File: src/rtl/smc_pkg.sv
// Shared types and sizes for the SMC frame loader slice.
package smc_pkg;

  localparam int N_MOS = 6;
  localparam int DW    = 3;
  localparam int OW    = 10;

  // Index into the frame; 3 bits covers entries 0..N_MOS-1.
  typedef logic [2:0] idx_t;

  // One transistor tuple as it arrives on the input stream.
  typedef struct packed {
    logic [DW-1:0] w;
    logic [DW-1:0] vgs;
    logic [DW-1:0] vds;
  } mos_t;

  typedef enum logic [1:0] {
    LOAD,
    CALC,
    OUT
  } state_t;

endpackage

File: src/rtl/smc_frame_loader_if.sv
// Tuple input stream and result output stream of the frame loader.
interface smc_frame_loader_if;
  import smc_pkg::*;

  logic          in_valid;
  logic          in_ready;
  logic [DW-1:0] in_w;
  logic [DW-1:0] in_vgs;
  logic [DW-1:0] in_vds;
  logic [1:0]    in_mode;
  logic          in_abort;

  logic          res_valid;
  logic          res_ready;
  logic [OW-1:0] res_data;

  // Producer of tuples and consumer of results.
  modport master (
    output in_valid, in_w, in_vgs, in_vds, in_mode, in_abort, res_ready,
    input  in_ready, res_valid, res_data
  );

  // The loader itself.
  modport slave (
    input  in_valid, in_w, in_vgs, in_vds, in_mode, in_abort, res_ready,
    output in_ready, res_valid, res_data
  );

endinterface

File: src/rtl/smc_frame_buf.sv
// N_MOS-entry register file holding the frame presented to the calculator.
module smc_frame_buf
  import smc_pkg::*;
(
  input  logic          clk,
  input  logic          rst,
  input  logic          we,
  input  idx_t          widx,
  input  mos_t          wdata,
  output logic [DW-1:0] w_arr   [N_MOS],
  output logic [DW-1:0] vgs_arr [N_MOS],
  output logic [DW-1:0] vds_arr [N_MOS]
);

  mos_t mem [N_MOS];

  // Write the addressed entry on an accepted beat; clear everything on reset.
  always_ff @(posedge clk) begin
    if (rst) begin
      for (int i = 0; i < N_MOS; i++) begin
        mem[i] <= '0;
      end
    end else begin
      for (int i = 0; i < N_MOS; i++) begin
        if (we && (widx == idx_t'(i))) begin
          mem[i] <= wdata;
        end
      end
    end
  end

  // Split the stored tuples into the calculator's three parallel arrays.
  always_comb begin
    for (int i = 0; i < N_MOS; i++) begin
      w_arr[i]   = mem[i].w;
      vgs_arr[i] = mem[i].vgs;
      vds_arr[i] = mem[i].vds;
    end
  end

endmodule

File: src/rtl/smc_frame_loader.sv
// Sequential front end: collects a 6-tuple frame, holds it on the
// calculator inputs, samples the result and hands it out over a stream.
module smc_frame_loader
  import smc_pkg::*;
#(
  parameter int CALC_WAIT = 1
) (
  input  logic          clk,
  input  logic          rst,
  smc_frame_loader_if.slave bus,
  output logic [DW-1:0] W    [N_MOS],
  output logic [DW-1:0] V_GS [N_MOS],
  output logic [DW-1:0] V_DS [N_MOS],
  output logic [1:0]    mode,
  input  logic [OW-1:0] calc_out,
  output logic [7:0]    frame_cnt,
  output logic          busy
);

  localparam int   WCW      = (CALC_WAIT > 1) ? $clog2(CALC_WAIT) : 1;
  typedef logic [WCW-1:0] wait_t;
  localparam wait_t WAIT_LAST = wait_t'(CALC_WAIT - 1);
  localparam idx_t  LAST_IDX  = idx_t'(N_MOS - 1);

  state_t        state_q;
  state_t        state_d;
  idx_t          idx;
  wait_t         wait_cnt;
  logic [OW-1:0] res_data_q;
  logic          beat_ok;
  logic          calc_done;
  logic          res_hs;
  mos_t          beat_data;

  assign beat_data    = '{w: bus.in_w, vgs: bus.in_vgs, vds: bus.in_vds};
  assign bus.res_data = res_data_q;

  smc_frame_buf u_buf (
    .clk     (clk),
    .rst     (rst),
    .we      (beat_ok),
    .widx    (idx),
    .wdata   (beat_data),
    .w_arr   (W),
    .vgs_arr (V_GS),
    .vds_arr (V_DS)
  );

  // State register.
  always_ff @(posedge clk) begin
    if (rst) begin
      state_q <= LOAD;
    end else begin
      state_q <= state_d;
    end
  end

  // Next state and handshake decode; everything is masked while rst is high.
  always_comb begin
    state_d       = state_q;
    bus.in_ready  = 1'b0;
    bus.res_valid = 1'b0;
    busy          = 1'b0;
    beat_ok       = 1'b0;
    calc_done     = 1'b0;
    res_hs        = 1'b0;
    case (state_q)
      LOAD: begin
        bus.in_ready = !rst;
        beat_ok      = bus.in_valid && !bus.in_abort && !rst;
        if (beat_ok && (idx == LAST_IDX)) begin
          state_d = CALC;
        end
      end
      CALC: begin
        busy      = !rst;
        calc_done = (wait_cnt == WAIT_LAST);
        if (calc_done) begin
          state_d = OUT;
        end
      end
      OUT: begin
        busy          = !rst;
        bus.res_valid = !rst;
        res_hs        = bus.res_ready && !rst;
        if (res_hs) begin
          state_d = LOAD;
        end
      end
      default: begin
        state_d = LOAD;
      end
    endcase
  end

  // Beat index, mode capture, settle counter, result capture and frame count.
  always_ff @(posedge clk) begin
    if (rst) begin
      idx        <= '0;
      wait_cnt   <= '0;
      mode       <= '0;
      res_data_q <= '0;
      frame_cnt  <= '0;
    end else begin
      case (state_q)
        LOAD: begin
          if (bus.in_abort) begin
            idx <= '0;
          end else if (beat_ok) begin
            if (idx == '0) begin
              mode <= bus.in_mode;
            end
            if (idx == LAST_IDX) begin
              idx      <= '0;
              wait_cnt <= '0;
            end else begin
              idx <= idx + idx_t'(1);
            end
          end
        end
        CALC: begin
          if (calc_done) begin
            res_data_q <= calc_out;
            wait_cnt   <= '0;
          end else begin
            wait_cnt <= wait_cnt + wait_t'(1);
          end
        end
        OUT: begin
          if (res_hs) begin
            frame_cnt <= frame_cnt + 8'd1;
          end
        end
        default: begin
          idx <= '0;
        end
      endcase
    end
  end

endmodule

File: src/flat_wrapper.sv
// flat-port wrapper written by rule: the top's interface ports become plain ports
module smc_frame_loader_flat import smc_pkg::*;
#(
  parameter int CALC_WAIT = 1
)
  (clk, rst, W, V_GS, V_DS, mode, calc_out, frame_cnt, busy, bus_in_valid, bus_in_w, bus_in_vgs, bus_in_vds, bus_in_mode, bus_in_abort, bus_res_ready, bus_in_ready, bus_res_valid, bus_res_data);
  smc_frame_loader_if bus_i ();
  input  logic clk;
  input  logic rst;
  output logic [DW-1:0] W[N_MOS];
  output logic [DW-1:0] V_GS[N_MOS];
  output logic [DW-1:0] V_DS[N_MOS];
  output logic [1:0] mode;
  input  logic [OW-1:0] calc_out;
  output logic [7:0] frame_cnt;
  output logic busy;
  input wire logic [$bits(bus_i.in_valid)-1:0] bus_in_valid;
  input wire logic [$bits(bus_i.in_w)-1:0] bus_in_w;
  input wire logic [$bits(bus_i.in_vgs)-1:0] bus_in_vgs;
  input wire logic [$bits(bus_i.in_vds)-1:0] bus_in_vds;
  input wire logic [$bits(bus_i.in_mode)-1:0] bus_in_mode;
  input wire logic [$bits(bus_i.in_abort)-1:0] bus_in_abort;
  input wire logic [$bits(bus_i.res_ready)-1:0] bus_res_ready;
  output wire logic [$bits(bus_i.in_ready)-1:0] bus_in_ready;
  output wire logic [$bits(bus_i.res_valid)-1:0] bus_res_valid;
  output wire logic [$bits(bus_i.res_data)-1:0] bus_res_data;
  assign bus_i.in_valid = bus_in_valid;
  assign bus_i.in_w = bus_in_w;
  assign bus_i.in_vgs = bus_in_vgs;
  assign bus_i.in_vds = bus_in_vds;
  assign bus_i.in_mode = bus_in_mode;
  assign bus_i.in_abort = bus_in_abort;
  assign bus_i.res_ready = bus_res_ready;
  assign bus_in_ready = bus_i.in_ready;
  assign bus_res_valid = bus_i.res_valid;
  assign bus_res_data = bus_i.res_data;
  smc_frame_loader #(.CALC_WAIT(CALC_WAIT)) u_core (.clk(clk), .rst(rst), .bus(bus_i), .W(W), .V_GS(V_GS), .V_DS(V_DS), .mode(mode), .calc_out(calc_out), .frame_cnt(frame_cnt), .busy(busy));
endmodule
File: config.mk
export PLATFORM = sky130hd
export DESIGN_NAME = smc_frame_loader_flat
export DESIGN_NICKNAME = d
export VERILOG_FILES = /design/src/rtl/smc_pkg.sv /design/src/rtl/smc_frame_loader_if.sv /design/src/rtl/smc_frame_buf.sv /design/src/rtl/smc_frame_loader.sv /design/src/flat_wrapper.sv
export SDC_FILE = /design/constraint.sdc
export NUM_CORES = 1
export LEC_CHECK = 0
export ABC_AREA = 1
export CAP_MARGIN = 30
export CORE_MARGIN = 2
export CORE_UTILIZATION = 33
export CTS_CLUSTER_SIZE = 25
export DETAILED_ROUTE_END_ITERATION = 6
export PLACE_DENSITY = 0.67
export SETUP_SLACK_MARGIN = 0.3
export SLEW_MARGIN = 25
export SYNTH_ARGS = -nofsm -noshare
export SYNTH_HDL_FRONTEND = slang
export SYNTH_SLANG_ARGS = --single-unit
File: constraint.sdc
create_clock -name clk -period 2.08 [get_ports clk]
set_clock_uncertainty 0.15 [all_clocks]
set_input_delay 0.312 -clock clk [delete_from_list [all_inputs] [get_ports clk]]
set_output_delay 0.312 -clock clk [all_outputs]
set_load 0.01 [all_outputs]
# == Word-level counts from Yosys, hierarchy flattened ==
# Memories as Yosys holds them, arrays and structs flattened.
# Index checks and enable logic that the tools add are counted.
# word_totals
output_inout_bits,77
regBits,26
input_bits,26
mem_count,1
mem_bits_rw,54
# op_classes
reduce_logical,22
n_eq_ne,14
mux,45
bitwise,9
addsub,3
# memory_table
name,words,width,read_ports,rd_ports_with_merged_regs,wr,line,text
u_core.u_buf.mem,6,9,6,0,6,smc_frame_buf.sv:15,mos_t mem [N_MOS];
# ops
operator,count
$mux 9,6
$mux 1,30
$logic_and 1x1->1,10
$mux 3,3
$add 8x1->8 const B,1
$reduce_and 4->1,2
$eq 3x2->1 const B,2
$eq 3x3->1 const B,2
$mux 2,3
$ne 2x1->1 const B,3
$ne 2x2->1 const B,3
$or 1x1->1,6
$pmux 2 s3,1
$pmux 3 s2,1
$reduce_and 2->1,3
$add 3x1->3 const B,1
$eq 3x1->1 const B,1
$logic_not 3->1,1
$ne 3x3->1 const B,1
$not 1->1,3
$reduce_and 3->1,1
$eq 2x1->1 const B,1
$eq 2x2->1 const B,1
$logic_not 1->1,2
5 further kinds,5

# == Longest topological paths before layout ==
# depth
word_depth,9
mapped_depth,10

# == Cells and area by module ==
# Synthesis repeated with hierarchy kept, for this count alone.
# hier_totals
cells_unflattened,314
area_unflattened_um2,3256.9
# by_module_without_submodules
module,instances,cells_per_inst,seq_area_each_um2,area_each_um2
smc_frame_buf,1,148,1621.6,2050.7
smc_frame_loader,1,166,520.5,1206.2

# == Worst setup path after synthesis ==
# Ideal clock, no wire load.
# synth_path
path_type,register -> register
start,reg u_core.state_q[0]
end,mem u_core.u_buf.mem[4][0] (netlist bit) (enable)
arrival_time_ns,1.379
period_less_slack_ns,1.863
path_stages_with_launch,9
slack_ns,0.217
required_time_ns,1.596
path_cell_list,dfxtp_1 -> inv_1 -> ha_1 -> inv_2 -> nor2_4 -> nand2_4 -> clkinv_4 -> nand4_4 -> nand2_1
# synth_lines
element,line,text
start: declaration,smc_frame_loader.sv:25,state_t state_q;
start signal: assignment,smc_frame_loader.sv:54,state_q <= state_d;
end: declaration,smc_frame_buf.sv:15,

# == Worst setup path after layout ==
# layout_path
start,reg u_core.state_q[1]
end,out busy
# layout_between
elab_chain_cells,3
# layout_rtl
element,line,text
$eq 2x1->1 / $eq 2x2->1 (equally long branches),smc_frame_loader.sv:67,case (state_q)
$reduce_or 2->1 (no line) *,-,
$mux 1 *,-,
end: declaration,flat_wrapper.sv:16,output logic busy;
# Every way passes the cells marked *; elsewhere a longest branch is shown, timed or not.

==> Implementation_results.wiki <==
{| class="wikitable"
! Metric !! Value
|-
| Result of the run || finished, final reports clean
|-
| Final Non-Filler Cells || 581
|-
| Hold Vio Cnt, Final || 0
|-
| Sequential cell area || 2150 µm²
|-
| Top Usage Layer GRT || met2
|-
| WP buf/inv || 3
|-
| Crit path time final || 1762 ps
|-
| X dimension of the die || 104.6 µm
|-
| Area fraction of the dominant cell type after synthesis || 0.4859
|-
| Final cell area excluding filler cells || 4866 µm²
|-
| Top cells by area, synth || sky130_fd_sc_hd__edfxtp_1, sky130_fd_sc_hd__dfxtp_1, sky130_fd_sc_hd__nor2_1, sky130_fd_sc_hd__nand2_1, sky130_fd_sc_hd__inv_1
|-
| DRC violation total after the first TritonRoute iteration || 116
|-
| Fraction of registers with async set or reset after synthesis || 0
|-
| Worst hold slack || 351.6 ps
|-
| Standby leakage power || 2.054 nW
|-
| Die Height || 104.6 µm
|-
| Primary flip-flop cell chosen by synthesis mapping || sky130_fd_sc_hd__edfxtp_1
|-
| Slowest cell delay on critical path || 360 ps
|-
| All-layer global routing usage || 0.1446
|-
| Synth cell types || 28
|-
| Relative area change from synthesis to final layout || 45.82%
|-
| Total number of vias || 2571
|-
| Setup TNS || 0 ps
|-
| WL/cell || 13.28 µm
|-
| Sequential fraction of the synthesis area || 0.6419
|-
| Number of clock sinks || 80
|-
| Combined area of the multi-input logic cells || 1095 µm²
|-
| Type of the tightest min-delay check || flop to flop
|-
| Pins over their slew limit || 0
|-
| Multiplexer fraction of the synthesized cell area || 0
|-
| Estimated wirelength of the detail-placed design || 5.718 mm
|-
| Data arrival time of the critical path || 1300 ps
|-
| Routability-driven placement congestion ratio || 0.7257
|-
| PD cells || 647.4 nW/µm²
|-
| First-pass GRT wire length || 12.70 mm
|-
| CTS tree || built
|-
| Wire length reported by the detailed router || 7.714 mm
|-
| Number of standard cells after synthesis || 319
|-
| Setup repair after global routing missed its margin || yes
|-
| Antenna Nets Post-Route || 0
|-
| Category of the critical setup timing path || flop to primary output
|-
| Count of flip-flops with a built-in enable after synthesis || 54
|-
| Ordered list of cells on the worst path || inv_2 -> ha_4 -> inv_2 -> nor2_2 -> buf_2
|-
| Post-synthesis xor/xnor area fraction || 0.002625
|-
| Fraction of the mapped netlist area in simple logic gates || 0.2448
|-
| Mapped cell area || 3337 µm²
|-
| Standard-cell rows || 36
|-
| Share of the clock period used by the worst path || 0.8471
|-
| CP Launch Type || flop
|-
| Root buffer cell || sky130_fd_sc_hd__clkbuf_8
|-
| Post-place setup slack || 15.51 ps
|-
| Cell class contributing the biggest share of worst-path delay || flip-flops
|-
| Syn Nets || 352
|-
| Via count of the first global-routing pass || 2529
|-
| Slack of the critical path || 318.0 ps
|-
| Post-layout net count || 476
|-
| Slowest stage cell, crit path || sky130_fd_sc_hd__dfxtp_2
|-
| Layout fillers || 894
|-
| Final antenna diode count || 0
|-
| Starting density of the core || 0.3414
|-
| Share of synthesized cell area in full adder, half adder and majority cells || 0.02625
|-
| Number of antenna violations at the first check in global routing || 0
|-
| Count of TritonRoute iterations in the first routing pass || 4
|-
| Transition time of the tightest slew-check pin || 430.9 ps
|-
| I/O pin total || 103
|-
| Clk Latency, worst-skew pair || 350 ps
|-
| Required time worst endpoint || 1620 ps
|-
| Total placed instance area || 4607 µm²
|-
| Number of buffers inserted during clock tree synthesis || 9
|-
| Per-cell via count in the routed design || 4.425
|-
| CP Max Fanout || 4
|-
| Maximum number of pins on one net before global-route repair || 16
|-
| Total die area || 10930 µm²
|-
| Overall overflow remaining after global route || 0
|-
| Reported max-cap violation count || 0
|-
| Met2 track demand over resource || 0.2306
|-
| Post-layout utilization of the core || 0.4978
|-
| Complex-gate fraction of the synthesized area || 0.03150
|-
| Clock buffer depth || 2
|-
| Dominant cell type by count on the critical path || sky130_fd_sc_hd__inv_2
|-
| Synthesized area per cell || 10.46 µm²
|-
| Number of flip-flops and latches in the synthesized netlist || 80
|-
| Global routing usage on met1 || 0.1894
|-
| Number of H-tree levels || 3
|-
| Core footprint || 9774 µm²
|-
| Sort of element at the end of the critical path || primary output
|-
| Endpoints failing setup || 0
|-
| Residual DRC count || 0
|-
| Largest family of logic cells by synthesized area || simple AND/OR/NAND/NOR gates
|-
| Cells after DPL || 562
|-
| Share of post-route cells with drive strength above 1 || 0.1808
|-
| GRT met3 Usage || 0.04991
|-
| Post-synth top area cell || sky130_fd_sc_hd__edfxtp_1
|-
| I/O Buffers || 102
|-
| Total of warnings raised by yosys || 0
|-
| Maximum frequency from static timing analysis || 0.5675 GHz
|-
| Worst ir drop on vdd || 0.3548 mV
|-
| Final Total Pwr || 3.150 mW
|-
| Clock slew at the register clock pins of the worst setup and hold paths || 90 ps
|-
| Max-slew headroom || 0.7123
|}
[routing by layer]
metal | share of wire | wire length, µm
met5 | 0 | 0
met4 | 0.0057 | 44
met3 | 0.076 | 590
met2 | 0.46 | 3516
met1 | 0.46 | 3562
[report_power, final]
part           internal (mW)  switching [mW]  total [mW]
clock                  0.444           0.610        1.05
combinational          0.160           0.163       0.324
sequential              1.75          0.0285        1.77
[cell usage after synthesis (2+ instances only)]
master	count
sky130_fd_sc_hd__a21oi_1	6
sky130_fd_sc_hd__buf_4	2
sky130_fd_sc_hd__clkbuf_1	2
sky130_fd_sc_hd__dfxtp_1	26
sky130_fd_sc_hd__edfxtp_1	54
sky130_fd_sc_hd__ha_1	7
sky130_fd_sc_hd__inv_1	31
sky130_fd_sc_hd__inv_2	2
sky130_fd_sc_hd__inv_4	2
sky130_fd_sc_hd__nand2_1	38
sky130_fd_sc_hd__nand2_2	6
sky130_fd_sc_hd__nand3_1	10
sky130_fd_sc_hd__nand3_4	3
sky130_fd_sc_hd__nand4_1	2
sky130_fd_sc_hd__nand4_4	3
sky130_fd_sc_hd__nor2_1	98
sky130_fd_sc_hd__nor2_2	3
sky130_fd_sc_hd__nor2_4	3
sky130_fd_sc_hd__o21ai_0	12
[final cells by class]
class,count,area share
inverters,37,0.03060
repair buffers,117,0.2319
flip-flops and latches,80,0.4418
clock inverters,7,0.01106
clock buffers,9,0.02546
multi-input cells,198,0.2250
well taps,133,0.03420
[final timing paths]
path	startpoint	to	slack (ps)	cells after the start
worst min-delay path	u_core.wait_cnt	u_core.wait_cnt	350	2
worst max-delay path	u_core.state_q[1]	busy	320	5
worst min register to register	u_core.wait_cnt	u_core.wait_cnt	350	2
worst max register to register	u_core.state_q[0]	u_core.u_buf.mem[5][6]	380	8
[sequential cells by signal (all words and copies together) (netlist names)]
name,cells
u_core.u_buf.mem,54
u_core.idx,3
u_core.bus.res_data,10
u_core.state_q,2
u_core.wait_cnt,1
u_core.mode,2
u_core.frame_cnt,8
[worst min-delay path, stage by stage, from the launching register on]
cell                      delay (ps)
sky130_fd_sc_hd__dfxtp_1         330
sky130_fd_sc_hd__o21ai_0          90
sky130_fd_sc_hd__nor2_2           40
[logic make-up after synthesis]
| logic type | Yosys count |
|---|---|
| AOI/OAI and AO/OA | 20 |
| xor gates and xnor gates | 1 |
| adders and majority gates | 7 |
| buffers and inverters | 42 |
| DFF | 80 |
| and+or+nand+nor | 169 |
[cell usage in the layout, fill, tap and decap left out, types with 4 or more instances in the layout]
cell                              instances
sky130_fd_sc_hd__ha_1                     4
sky130_fd_sc_hd__a21oi_1                  6
sky130_fd_sc_hd__edfxtp_1                54
sky130_fd_sc_hd__nand2_4                  6
sky130_fd_sc_hd__dfxtp_1                 20
sky130_fd_sc_hd__inv_1                   27
sky130_fd_sc_hd__nand2_1                 33
sky130_fd_sc_hd__nand3_1                 10
sky130_fd_sc_hd__nor2_2                   5
sky130_fd_sc_hd__dlymetal6s2s_1           5
sky130_fd_sc_hd__clkbuf_8                 9
sky130_fd_sc_hd__clkdlybuf4s50_1         92
sky130_fd_sc_hd__buf_4                   15
sky130_fd_sc_hd__dfxtp_2                  6
sky130_fd_sc_hd__o21ai_0                 12
sky130_fd_sc_hd__nand2_2                  7
sky130_fd_sc_hd__nor2_1                  96
sky130_fd_sc_hd__inv_2                    6
[repair_timing]
item | CTS | global route
setup endpoints to repair | 105 | 71
hold buffers | 0 | 0
cloned | 0 | 1
pin swaps | 0 | 1
buffers inserted | 2 | 0
gates resized for setup | 23 | 17
(Power assumes the default switching activity.)
